<file path="src/rtl/msc_pkg.sv">
// Shared constants for the music address sequencer: song ROM map, FSM states and play modes.
package msc_pkg;

  typedef enum logic [1:0] {
    ST_IDLE  = 2'd0,
    ST_PLAY  = 2'd1,
    ST_PAUSE = 2'd2
  } seqState_t;

  typedef enum logic [1:0] {
    MODE_STOP = 2'b00,
    MODE_LOOP = 2'b01,
    MODE_NEXT = 2'b10,
    MODE_RSVD = 2'b11
  } playMode_t;

  localparam int NUM_SONG_DEF = 5;

  // Inclusive address range of each song inside the song ROM
  localparam int unsigned START_ADDR [NUM_SONG_DEF] = '{0, 250, 410, 615, 820};
  localparam int unsigned END_ADDR   [NUM_SONG_DEF] = '{249, 409, 614, 819, 1023};

endpackage

</file>
<file path="src/rtl/msc_onehot_enc.sv">
// Classifies a song-select vector as single-hot or multi-hot and encodes the index of the set bit.
module msc_onehot_enc #(
  parameter int N     = 5,
  parameter int IDX_W = $clog2(N)
) (
  input  logic [N-1:0]     sel,
  output logic             valid,
  output logic             multi,
  output logic [IDX_W-1:0] idx
);

  assign valid = $onehot(sel);
  assign multi = (sel != '0) && !$onehot(sel);

  always_comb begin
    idx = '0;
    for (int i = 0; i < N; i++) begin
      if (sel[i]) idx = IDX_W'(i);
    end
  end

endmodule

</file>
<file path="src/rtl/msc_addr_seq.sv">
// Song ROM address sequencer: starts songs on a one-hot select, steps through notes on tick,
// and stops, loops or chains to the next song at the end of each song.
module msc_addr_seq
  import msc_pkg::*;
#(
  parameter int ADDR_W = 10,
  parameter int N_SONG = 5
) (
  input  logic                       sysclk,
  input  logic                       rst,
  input  logic [N_SONG-1:0]          sel,
  input  logic                       tick,
  input  logic                       run,
  input  logic [1:0]                 mode,
  output logic [ADDR_W-1:0]          addr,
  output logic [$clog2(N_SONG)-1:0]  song_idx,
  output logic                       playing,
  output logic                       song_end,
  output logic                       sel_err
);

  localparam int IDX_W = $clog2(N_SONG);

  seqState_t          r_state;
  logic [ADDR_W-1:0]  r_addr;
  logic [IDX_W-1:0]   r_songIdx;
  logic               r_playing;
  logic               r_songEnd;
  logic               r_selErr;

  seqState_t          w_stateNxt;
  logic [ADDR_W-1:0]  w_addrNxt;
  logic [IDX_W-1:0]   w_idxNxt;
  logic               w_songEndNxt;
  logic               w_selErrNxt;

  logic               w_selValid;
  logic               w_selMulti;
  logic [IDX_W-1:0]   w_encIdx;
  logic [IDX_W-1:0]   w_idxInc;
  logic [ADDR_W-1:0]  w_startCur;
  logic [ADDR_W-1:0]  w_endCur;
  logic [ADDR_W-1:0]  w_startSel;
  logic [ADDR_W-1:0]  w_startInc;
  logic               w_atEnd;
  logic               w_advance;
  logic               w_stopAtEnd;
  playMode_t          w_mode;

  msc_onehot_enc #(
    .N     (N_SONG),
    .IDX_W (IDX_W)
  ) u_enc (
    .sel   (sel),
    .valid (w_selValid),
    .multi (w_selMulti),
    .idx   (w_encIdx)
  );

  assign w_mode      = playMode_t'(mode);
  assign w_idxInc    = (r_songIdx == IDX_W'(N_SONG - 1)) ? '0 : r_songIdx + IDX_W'(1);
  assign w_startCur  = ADDR_W'(START_ADDR[r_songIdx]);
  assign w_endCur    = ADDR_W'(END_ADDR[r_songIdx]);
  assign w_startSel  = ADDR_W'(START_ADDR[w_encIdx]);
  assign w_startInc  = ADDR_W'(START_ADDR[w_idxInc]);
  assign w_atEnd     = (r_addr == w_endCur);
  assign w_stopAtEnd = (w_mode == MODE_STOP) || (w_mode == MODE_RSVD);
  // Any sel activity, valid or not, pre-empts the tick for this cycle
  assign w_advance   = (r_state == ST_PLAY) && tick && !w_selValid && !w_selMulti;

  always_ff @(posedge sysclk) begin
    if (rst) begin
      r_state   <= ST_IDLE;
      r_addr    <= '0;
      r_songIdx <= '0;
      r_playing <= 1'b0;
      r_songEnd <= 1'b0;
      r_selErr  <= 1'b0;
    end else begin
      r_state   <= w_stateNxt;
      r_addr    <= w_addrNxt;
      r_songIdx <= w_idxNxt;
      r_playing <= (w_stateNxt == ST_PLAY);
      r_songEnd <= w_songEndNxt;
      r_selErr  <= w_selErrNxt;
    end
  end

  always_comb begin
    w_stateNxt = r_state;
    if (w_selValid) begin
      w_stateNxt = run ? ST_PLAY : ST_PAUSE;
    end else if (!w_selMulti) begin
      case (r_state)
        ST_IDLE:  w_stateNxt = ST_IDLE;
        ST_PLAY: begin
          if (w_advance && w_atEnd && w_stopAtEnd) w_stateNxt = ST_IDLE;
          else if (!run)                           w_stateNxt = ST_PAUSE;
        end
        ST_PAUSE: if (run) w_stateNxt = ST_PLAY;
        default:  w_stateNxt = ST_IDLE;
      endcase
    end
  end

  // End-of-song handling: addr never passes END_ADDR, so it cannot wrap the ROM
  always_comb begin
    w_addrNxt    = r_addr;
    w_idxNxt     = r_songIdx;
    w_songEndNxt = 1'b0;
    w_selErrNxt  = w_selMulti;
    if (w_selValid) begin
      w_idxNxt  = w_encIdx;
      w_addrNxt = w_startSel;
    end else if (w_advance) begin
      if (!w_atEnd) begin
        w_addrNxt = r_addr + ADDR_W'(1);
      end else begin
        w_songEndNxt = 1'b1;
        case (w_mode)
          MODE_LOOP: w_addrNxt = w_startCur;
          MODE_NEXT: begin
            w_idxNxt  = w_idxInc;
            w_addrNxt = w_startInc;
          end
          default:   w_addrNxt = r_addr;
        endcase
      end
    end
  end

  assign addr     = r_addr;
  assign song_idx = r_songIdx;
  assign playing  = r_playing;
  assign song_end = r_songEnd;
  assign sel_err  = r_selErr;

endmodule

</file>
<file path="config.mk">
export PLATFORM = sky130hd
export DESIGN_NAME = msc_addr_seq
export DESIGN_NICKNAME = d
export VERILOG_FILES = /design/src/rtl/msc_pkg.sv /design/src/rtl/msc_onehot_enc.sv /design/src/rtl/msc_addr_seq.sv
export SDC_FILE = /design/constraint.sdc
export NUM_CORES = 1
export LEC_CHECK = 0
export CORE_MARGIN = 4
export CORE_UTILIZATION = 55
export CTS_CLUSTER_DIAMETER = 60
export DETAILED_ROUTE_END_ITERATION = 10
export HOLD_SLACK_MARGIN = 0.05
export PLACE_DENSITY = 0.8
export RECOVER_POWER = 100
export SYNTH_ARGS = -nofsm -noshare
export SYNTH_HDL_FRONTEND = slang
export SYNTH_HIERARCHICAL = 1
export SYNTH_SLANG_ARGS = --single-unit
</file>
<file path="constraint.sdc">
create_clock -name sysclk -period 4.5 [get_ports sysclk]
set_input_delay 0.675 -clock sysclk [delete_from_list [all_inputs] [get_ports sysclk]]
set_output_delay 0.675 -clock sysclk [all_outputs]
set_load 0.02 [all_outputs]
</file>
==> results_tabular.tex, run 1 <==
\begin{tabular}{lr}
\hline
Metric & Value \\
\hline
\multicolumn{2}{l}{\textbf{Status}} \\
\quad Run status & completed \\
\multicolumn{2}{l}{\textbf{Placement}} \\
\quad Placed Instances & 299 \\
\quad Final weighted congestion in routability-driven placement & 0.966 \\
\quad Count of input and output buffers & 26 \\
\quad Detailed placement HPWL & 3630 um \\
\quad Placed Area & 2210 um2 \\
\multicolumn{2}{l}{\textbf{Logic synthesis}} \\
\quad Cells after Synth & 235 \\
\quad Post-synth top flop & sky130\_fd\_sc\_hd\_\_dfxtp\_1 \\
\quad Synthesized Nets & 266 \\
\quad Dominant cell by count in the synthesized netlist & sky130\_fd\_sc\_hd\_\_nor2\_1 \\
\quad Ys async rst share & 0\% \\
\quad Summed instance area of the synthesized netlist & 1940 um2 \\
\quad Area share of the leading cell type in the synthesized netlist & 18.6\% \\
\quad Number of distinct library cells after synthesis & 69 \\
\quad Top cells by count, synth & sky130\_fd\_sc\_hd\_\_nor2\_1, sky130\_fd\_sc\_hd\_\_inv\_1, sky130\_fd\_sc\_hd\_\_dfxtp\_1, sky130\_fd\_sc\_hd\_\_ha\_1, sky130\_fd\_sc\_hd\_\_nand2\_1 \\
\quad Most area-consuming cells after synthesis & sky130\_fd\_sc\_hd\_\_dfxtp\_1, sky130\_fd\_sc\_hd\_\_ha\_1, sky130\_fd\_sc\_hd\_\_nor2\_1 \\
\quad Cell type with the largest total area after synthesis & sky130\_fd\_sc\_hd\_\_dfxtp\_1 \\
\quad Syn Area/Cell & 8.25 um2 \\
\quad Number of synthesized flops with an enable pin & 0 \\
\quad Register bit total from synthesis & 18 \\
\quad Sequential cell area fraction in the yosys report & 18.6\% \\
\quad Synth Warn \# & 6 \\
\multicolumn{2}{l}{\textbf{Global routing}} \\
\quad Antenna violations before repair & 0 \\
\quad Global Route met1 Usage & 30.7\% \\
\quad GRT met2 Usage & 38.4\% \\
\quad Total gr overflow & 0 \\
\quad Met3 Use GR & 4.16\% \\
\quad Vias in the first global route & 1,698 \\
\quad First-pass GRT wire length & 8020 um \\
\quad Total routing resource utilization after global routing & 23.0\% \\
\quad GR peak layer & met2 \\
\quad Pin count of the biggest net entering global routing & 20 \\
\multicolumn{2}{l}{\textbf{Floorplanning}} \\
\quad Die width & 67.4 um \\
\quad Die Footprint & 4540 um2 \\
\quad Height of the chip & 67.4 um \\
\quad Standard-cell row count & 21 \\
\quad Starting density of the core & 57.6\% \\
\quad Number of primary I/O pins & 27 \\
\quad Core Region & 3360 um2 \\
\multicolumn{2}{l}{\textbf{STA}} \\
\quad Share of the cycle needed by the critical path after routing & 89.7\% \\
\quad Worst hold slack & 556 ps \\
\quad Slew Viols, Final & 0 \\
\quad Unrepaired setup endpoints after global routing & false \\
\quad Fmax & 248 MHz \\
\quad Fin. Hold Viols & 0 \\
\quad Fin crit period & 4040 ps \\
\quad Total negative setup slack & 0 ps \\
\quad Worst slew slack as a fraction of its limit & 51.8\% \\
\quad Transition at the pin with the smallest max-transition slack & 720 ps \\
\quad Max Clock Skew & 16.2 ps \\
\quad Final-report setup violation count & 0 \\
\multicolumn{2}{l}{\textbf{Detailed routing}} \\
\quad Detailed-route via count & 1,847 \\
\quad Routed wire length & 4810 um \\
\quad Routed len/inst & 15.9 um \\
\quad Number of routed nets with antenna violations & 0 \\
\quad Per-cell via count in the routed design & 6.10 \\
\quad Violation count after the first detailed-routing iteration & 167 \\
\quad Number of search-and-repair iterations in the first detailed-routing pass & 4 \\
\quad DRC violation count after routing & 0 \\
\multicolumn{2}{l}{\textbf{Power and ir drop}} \\
\quad Highest ir drop seen on vdd & 155 uV \\
\quad Design Power & 691 uW \\
\quad Total power density per cell area & 312 nW/um2 \\
\quad Fraction of power consumed by the clock network & 15.4\% \\
\quad Switching power total & 301 uW \\
\quad Part of the power in combinational logic & 50.6\% \\
\quad Share of power burned in registers & 34.0\% \\
\quad Switching part of the total & 43.5\% \\
\quad Cell internal pwr & 390 uW \\
\quad Leak pwr & 0.000881 uW \\
\multicolumn{2}{l}{\textbf{Setup path}} \\
\quad Worst-case reg-to-reg path depth & 10 \\
\quad Crit path capture & addr[3]\$\_SDFFE\_PP0P\_ \\
\quad Reg-to-reg endpoint & addr[3]\$\_SDFFE\_PP0P\_ \\
\quad Register-to-Register Setup Slack & 1420 ps \\
\quad Endpoint kind of the worst setup timing path & flop \\
\quad Critical path required time & 4770 ps \\
\quad Largest driver fanout on the critical path & 7 \\
\quad Critical Path Start Type & input port \\
\quad Worst flop-to-flop path startpoint & song\_idx[0]\$\_SDFFE\_PP0P\_ \\
\quad Arrival time at the worst endpoint & 4310 ps \\
\quad Crit Path Class & input port to flop \\
\quad Launch point of the critical path & sel[1] \\
\quad Slowest cell on the critical path & sky130\_fd\_sc\_hd\_\_fa\_1 \\
\quad Critical Path Max Stage Delay & 500 ps \\
\quad CP Cell Sequence & clkdlybuf4s50\_1, inv\_1, fa\_1, inv\_1, fa\_1, ha\_1, nor3b\_2, a31oi\_2, clkbuf\_1, nand4bb\_1, nor3\_1, a32oi\_1, a21boi\_0, o221a\_2 \\
\multicolumn{2}{l}{\textbf{Layout}} \\
\quad Final Instance Area & 2210 um2 \\
\quad Number of filler instances in the final layout & 329 \\
\quad Non-filler cells, final & 303 \\
\quad Fraction of final layout cells with drive strength greater than 1 & 10.5\% \\
\quad Area growth from synthesis to final layout & 14.1\% \\
\quad Net count of the finished layout & 289 \\
\quad Count of inserted antenna diode cells & 0 \\
\multicolumn{2}{l}{\textbf{CTS}} \\
\quad Clock buffers created by TritonCTS & 3 \\
\quad CTS tree & done \\
\quad Deepest level of the CTS H-tree & 1 \\
\quad Clock-pin slew of the registers on the worst-case setup and hold paths & 120 ps \\
\quad CTS resizes & 0 \\
\quad Worst-skew pair later-pin latency & 310 ps \\
\quad Largest buffer count on any clock path & 2 \\
\quad Number of setup buffers added after CTS & 0 \\
\quad Root cell of the clock tree & sky130\_fd\_sc\_hd\_\_clkbuf\_4 \\
\quad Clock sink count & 18 \\
\quad Cts-stage hold buffer count & 0 \\
\multicolumn{2}{l}{\textbf{Hold path}} \\
\quad Class of the tightest hold or removal check & flop to flop \\
\multicolumn{2}{l}{\textbf{Run}} \\
\quad Reported max-cap violation count & 0 \\
\hline
\end{tabular}
-- cells in the final DEF, fill, tap and decap left out, drive strengths merged, types with 4 or more instances in the layout --
cell,n
clkbuf,5
nor3,8
a21oi,9
a211oi,5
nor2b,4
nand4,4
nand2,13
ha,18
dfxtp,18
clkdlybuf4s50,10
dlygate4sd3,16
nand3,7
a311oi,4
inv,23
o21ai,11
nor2,30
-- metal layers --
metal	share of wire, %	vias up
met5	0	-
met4	1.6	0
met3	7.5	10
met2	47	81
met1	44	846
li1	-	910
-- power groups by stage --
stage	clock [uW]	sequential, uW	combinational [uW]
6_report	106	235	350
5_1_grt	112	241	388
2_1_floorplan	0	243	252
3_3_place_gp	0	238	359
3_5_place_dp	0	239	362
4_1_cts	107	235	364
-- worst min-delay path by stage --
stage / from / to / slack, ps / cells past startpoint
2_1_floorplan: addr[9]$_SDFFE_PP0P_ / addr[9]$_SDFFE_PP0P_ / 570 / 2
3_3_place_gp: addr[9]$_SDFFE_PP0P_ / addr[9]$_SDFFE_PP0P_ / 540 / 2
3_5_place_dp: addr[9]$_SDFFE_PP0P_ / addr[9]$_SDFFE_PP0P_ / 550 / 2
4_1_cts: addr[9]$_SDFFE_PP0P_ / addr[9]$_SDFFE_PP0P_ / 570 / 2
5_1_grt: addr[9]$_SDFFE_PP0P_ / addr[9]$_SDFFE_PP0P_ / 610 / 2
6_report: addr[9]$_SDFFE_PP0P_ / addr[9]$_SDFFE_PP0P_ / 560 / 2
-- critical path, delay by kind of cell --
family                   cells  cell delay, ps
AND/OR/NAND/NOR              3            1000
AO/OA/AOI/OAI                4             700
buffers and inverters        4             780
adder cells (fa/ha/maj)      3            1150
-- stage by stage --
stage          util [%]  setup slack, ps
2_1_floorplan         -              803
3_3_place_gp       65.6              278
3_5_place_dp       65.6              194
4_1_cts            66.7              510
5_1_grt            65.8              182
6_report           65.8              461
-- final cells by class --
cell class	count	area, um2	share of cell area [%]
tap	46	57.6	2.60
inverter	23	86.3	3.90
multi-input combinational	183	1390	63.0
sequential	18	360	16.3
clock buffer	4	36.3	1.64
timing repair buffer	29	279	12.6
-- registers in the layout, indices dropped and copies added, names as in the netlist --
register,flops
song_end,1
sel_err,1
addr,10
r_state,2
playing,1
song_idx,3
-- logic make-up (layout without fill, tap and decap cells) --
family	Yosys count	in the layout	share of synthesized area, %
AOI/OAI and AO/OA	67	67	29.6
xor gates and xnor gates	6	6	2.71
adders and majority gates	20	20	13.7
buffers and inverters	34	56	8.13
DFF	18	18	18.6
muxes	4	4	2.58
and+or+nand+nor	86	86	24.7
No activity file was read; power rests on OpenSTA's default activity.
==> run 2, diff against run 1 <==
ABC_CLOCK_PERIOD_IN_PS = 4500   (was default)
==> results of run 2 <==
Same layout as run 1: the final DEF is identical, and so are final timing and power.
